==> src/rtl/serial_subtractor.sv <==
// Bit-serial subtractor: Diff = Aop - Bop, one bit per clock, LSB first.
// A single borrow flip-flop feeds a full-subtractor cell; operands are
// captured into shift registers when Start is accepted.
//
// Handshake: Start is sampled only while idle. When accepted, the operands
// are captured and Busy rises for exactly WIDTH cycles. Start is ignored
// while busy or done, and requests are not queued. Done is then high for one
// cycle. Diff and BorrowOut change only on the edge that raises Done, and
// they hold until the next accepted operation completes.
module serial_subtractor #(
  parameter int WIDTH = 4
) (
  input  logic             Clk,
  input  logic             Reset,
  input  logic             Start,
  input  logic [WIDTH-1:0] Aop,
  input  logic [WIDTH-1:0] Bop,
  output logic             Busy,
  output logic             Done,
  output logic [WIDTH-1:0] Diff,
  output logic             BorrowOut,
  output logic [1:0]       o_dbg_state
);

  localparam int CNT_W = (WIDTH > 1) ? $clog2(WIDTH) : 1;
  localparam logic [CNT_W-1:0] LAST_CNT = CNT_W'(WIDTH - 1);

  typedef enum logic [1:0] {
    S_IDLE = 2'd0,
    S_RUN  = 2'd1,
    S_DONE = 2'd2
  } state_t;

  state_t           r_state;
  state_t           w_state_next;
  logic [WIDTH-1:0] r_a;
  logic [WIDTH-1:0] r_b;
  logic [WIDTH-1:0] r_res;
  logic [WIDTH-1:0] r_diff;
  logic             r_borrow;
  logic             r_borrow_out;
  logic [CNT_W-1:0] r_count;

  logic             w_a_bit;
  logic             w_b_bit;
  logic             w_d;
  logic             w_borrow_next;
  logic             w_last;
  logic [WIDTH-1:0] w_res_next;

  // Full-subtractor cell on the current LSBs plus the stored borrow.
  assign w_a_bit       = r_a[0];
  assign w_b_bit       = r_b[0];
  assign w_d           = w_a_bit ^ w_b_bit ^ r_borrow;
  assign w_borrow_next = (~w_a_bit & w_b_bit) | (~(w_a_bit ^ w_b_bit) & r_borrow);
  assign w_last        = (r_count == LAST_CNT);
  assign w_res_next    = {w_d, r_res[WIDTH-1:1]};

  assign Busy        = (r_state == S_RUN);
  assign Done        = (r_state == S_DONE);
  assign Diff        = r_diff;
  assign BorrowOut   = r_borrow_out;
  assign o_dbg_state = r_state;

  // State register.
  always_ff @(posedge Clk or posedge Reset) begin
    if (Reset) begin
      r_state <= S_IDLE;
    end else begin
      r_state <= w_state_next;
    end
  end

  // Next-state logic: IDLE -> RUN on Start, RUN -> DONE after WIDTH bits, DONE -> IDLE.
  always_comb begin
    w_state_next = r_state;
    case (r_state)
      S_IDLE:  if (Start) w_state_next = S_RUN;
      S_RUN:   if (w_last) w_state_next = S_DONE;
      S_DONE:  w_state_next = S_IDLE;
      default: w_state_next = S_IDLE;
    endcase
  end

  // Datapath: capture operands on acceptance, shift one bit per RUN cycle, publish on the last bit.
  always_ff @(posedge Clk or posedge Reset) begin
    if (Reset) begin
      r_a          <= '0;
      r_b          <= '0;
      r_res        <= '0;
      r_diff       <= '0;
      r_borrow     <= 1'b0;
      r_borrow_out <= 1'b0;
      r_count      <= '0;
    end else begin
      case (r_state)
        S_IDLE: begin
          if (Start) begin
            r_a      <= Aop;
            r_b      <= Bop;
            r_borrow <= 1'b0;
            r_count  <= '0;
          end
        end
        S_RUN: begin
          r_a      <= r_a >> 1;
          r_b      <= r_b >> 1;
          r_res    <= w_res_next;
          r_borrow <= w_borrow_next;
          if (w_last) begin
            // Counter returns to zero so it never exceeds WIDTH-1.
            r_count      <= '0;
            r_diff       <= w_res_next;
            r_borrow_out <= w_borrow_next;
          end else begin
            r_count <= r_count + CNT_W'(1);
          end
        end
        default: ;
      endcase
    end
  end

endmodule

==> config.mk <==
export PLATFORM = sky130hd
export DESIGN_NAME = serial_subtractor
export DESIGN_NICKNAME = d
export VERILOG_FILES = /design/src/rtl/serial_subtractor.sv
export SDC_FILE = /design/constraint.sdc
export NUM_CORES = 1
export LEC_CHECK = 0
export ABC_AREA = 1
export CAP_MARGIN = 20
export CORE_MARGIN = 2
export CORE_UTILIZATION = 49
export CTS_CLUSTER_SIZE = 10
export DETAILED_ROUTE_END_ITERATION = 16
export HOLD_SLACK_MARGIN = 0.03
export PLACE_DENSITY_LB_ADDON = 0.1
export SETUP_SLACK_MARGIN = 0.2
export SYNTH_ARGS = -nofsm -noshare
export SYNTH_HDL_FRONTEND = slang
export SYNTH_SLANG_ARGS = --single-unit
==> constraint.sdc <==
create_clock -name Clk -period 1.5 [get_ports Clk]
set_input_delay 0.225 -clock Clk [delete_from_list [all_inputs] [get_ports Clk]]
set_output_delay 0.225 -clock Clk [all_outputs]
set_load 0.03 [all_outputs]
==> flow_summary.ini <==
[status]
status = complete, no violations

[timing]
hold_viol_final = 0
slew_viol_final = 0
relSlewSlack_pct = 81.9
rsz0062_at_grt = yes
holdWs_ps = 227
finalCritPeriodShare_pct = 87.3
setup_tns_ps = 0
tightest_slew_ps = 271
skew_ps = 3.01
setup_viol = 0
fmax_ghz = 0.764
min_period_ps = 1310

[cts]
numCtsBuffers = 3
cts_hold_buf = 0
clkTransAtPathRegs_ps = 120
cts.sinks = 21
cts_max_path_buffers = 2
insertion_delay_ps = 310
cts-root-buf = clkbuf_4
htreeDepth = 1
tritoncts = yes

[setup_path]
end_kind = output pin
critPathKind = reg2out
worstPathArrival_ps = 1080
worstPathMaxFanout = 2
worstPathRequired_ps = 1270
start_kind = flop

[drt]
routed_wl_um = 2170
drtIter0Drc = 13
wl_per_cell_um = 12.6
dr.pass1.iters = 4
ant_nets = 0
met2RoutedLength_um = 1110
drt-met1-wl_um = 939
detail_route.vias_per_cell = 4.80
vias = 826
highest_layer = met4
drcViolationCount = 0
route.met3.wl_um = 77

[floorplanning]
die_w_um = 48.8
coreArea_mm2 = 0.00192
core.rowCount = 16
pin_count = 20
die_y_um = 48.8
start_util_pct = 51.2
dieArea_mm2 = 0.00238

[power_and_ir_drop]
p_per_area_mw_per_mm2 = 2160
leakage_uw = 0.000686
peakVddDrop_uv = 1200

[grt]
grt.total_usage_pct = 19.7
antenna_found_initial = 0
grt_pass1_vias = 819
overflow = 0
grt_max_degree = 22
grt_pass1_wl_um = 3530

[yosys]
synth_top_cell_by_area = dfrtp_1
synth_cells = 115
syn_nets = 128
postSynthAreaPerCell_um2 = 8.56
ys_warn_count = 0
synth_cell_types = 17
synth_top_area_share_pct = 53.4
synth_area_leaders = dfrtp_1 (53%), nand2_1 (14%), inv_1 (7.2%)
mappedNetlistArea_um2 = 985
ys_ff_latch = 21
ys_seq_area_share_pct = 53.4

[placement]
portBuffers = 19
gp_congestion = 0.821
dpl.hpwl_um = 1300

[cells_and_area]
final_nets = 159
diodes = 0
multi_input_area_um2 = 399
most-common-layout-cells = nand2_1 (36), dfrtp_1 (20), inv_1 (19)
n_fill_cell = 164
final_common_cell = nand2_1
syn2layout_area_growth_pct = 33.2
drive_gt1_share_pct = 23.4
area.sequential_um2 = 527

[run]
drv_cap = 0

[min_path]
hp-class = in2async
-- state kept, by name, indices dropped and copies added (netlist names) --
register	cells
r_borrow	1
r_count	2
BorrowOut	1
r_res	3
o_dbg_state	2
r_b	4
r_a	4
Diff	4
-- metrics by stage --
stage | cells | setup WS [ps] | utilization (%) | instance area [µm²] | total power (µW)
after floorplan | 115 | 224 | - | 987 | 1970
after global placement | 162 | 267 | 62.8 | 1210 | 2320
after detailed placement | 162 | 224 | 62.8 | 1210 | 2380
after CTS | 171 | 176 | 67.3 | 1290 | 2760
after global routing | 172 | 128 | 68.2 | 1310 | 3070
final | 172 | 191 | 68.2 | 1310 | 2840
-- path summary, 6_finish.rpt --
path | from | endpoint | slack (ps) | cells after the start
setup / recovery | o_dbg_state[1]$_DFFE_PP0P_ | Busy | 190 | 3
hold / removal | Reset | r_res[3]$_DFFE_PP0N_ | 230 | 3
setup reg to reg | o_dbg_state[0]$_DFFE_PP0P_ | r_count[0]$_DFFE_PP0P_ | 240 | 5
hold reg to reg | Diff[0]$_DFFE_PP0P_ | Diff[0]$_DFFE_PP0P_ | 500 | 2
max in group asynchronous | Reset | o_dbg_state[0]$_DFFE_PP0P_ | 1040 | 3
min in group Clk | Aop[3] | r_a[3]$_DFFE_PP0P_ | 450 | 3
-- per-layer routing --
layer | vias up | global-route usage [%]
met2 | 19 | 31.3
met1 | 392 | 25.2
met3 | 4 | 3.68
met5 | - | 0
li1 | 411 | -
met4 | 0 | 11.9
-- power by group --
| part | leakage (µW) | internal [µW] | switching, µW |
|---|---|---|---|
| clock | 0.0000177 | 99.6 | 175 |
| combinational | 0.000408 | 602 | 968 |
| sequential | 0.000261 | 830 | 164 |
-- synth_stat cells, drive strengths merged --
cell type	n
buf	2
fa	1
o21ai	13
ha	1
nand3	12
inv	22
nor2	3
dfrtp	21
nand2	40
-- what timing repair did --
item | CTS | global route
resized for setup | 19 | 12
setup endpoints to repair | 9 | 18
setup buffers | 5 | 0
cloned | 0 | 1
pin swaps | 1 | 2
-- layout make-up --
cell class / instances / share of cell area, %
timing repair buffer: 27 / 17.8
clock inverter: 1 / 0.382
multi-input combinational: 71 / 30.4
tap: 27 / 2.58
inverter: 22 / 6.87
sequential: 21 / 40.2
clock buffer: 3 / 1.72
-- worst max-delay path: stages (launching register included) --
cell and delay (ps):
dfrtp_1 410, buf_6 140, nor2_4 90, buf_6 140
-- kinds of logic after synthesis --
logic type,Yosys count,share of synthesized area (%)
AND/OR/NAND/NOR,55,25.0
AO/OA/AOI/OAI,13,7.75
flip-flops,21,53.4
adder cells (fa/ha/maj),2,3.30
buffers and inverters,24,10.5
No activity file was read; power rests on OpenSTA's default activity.
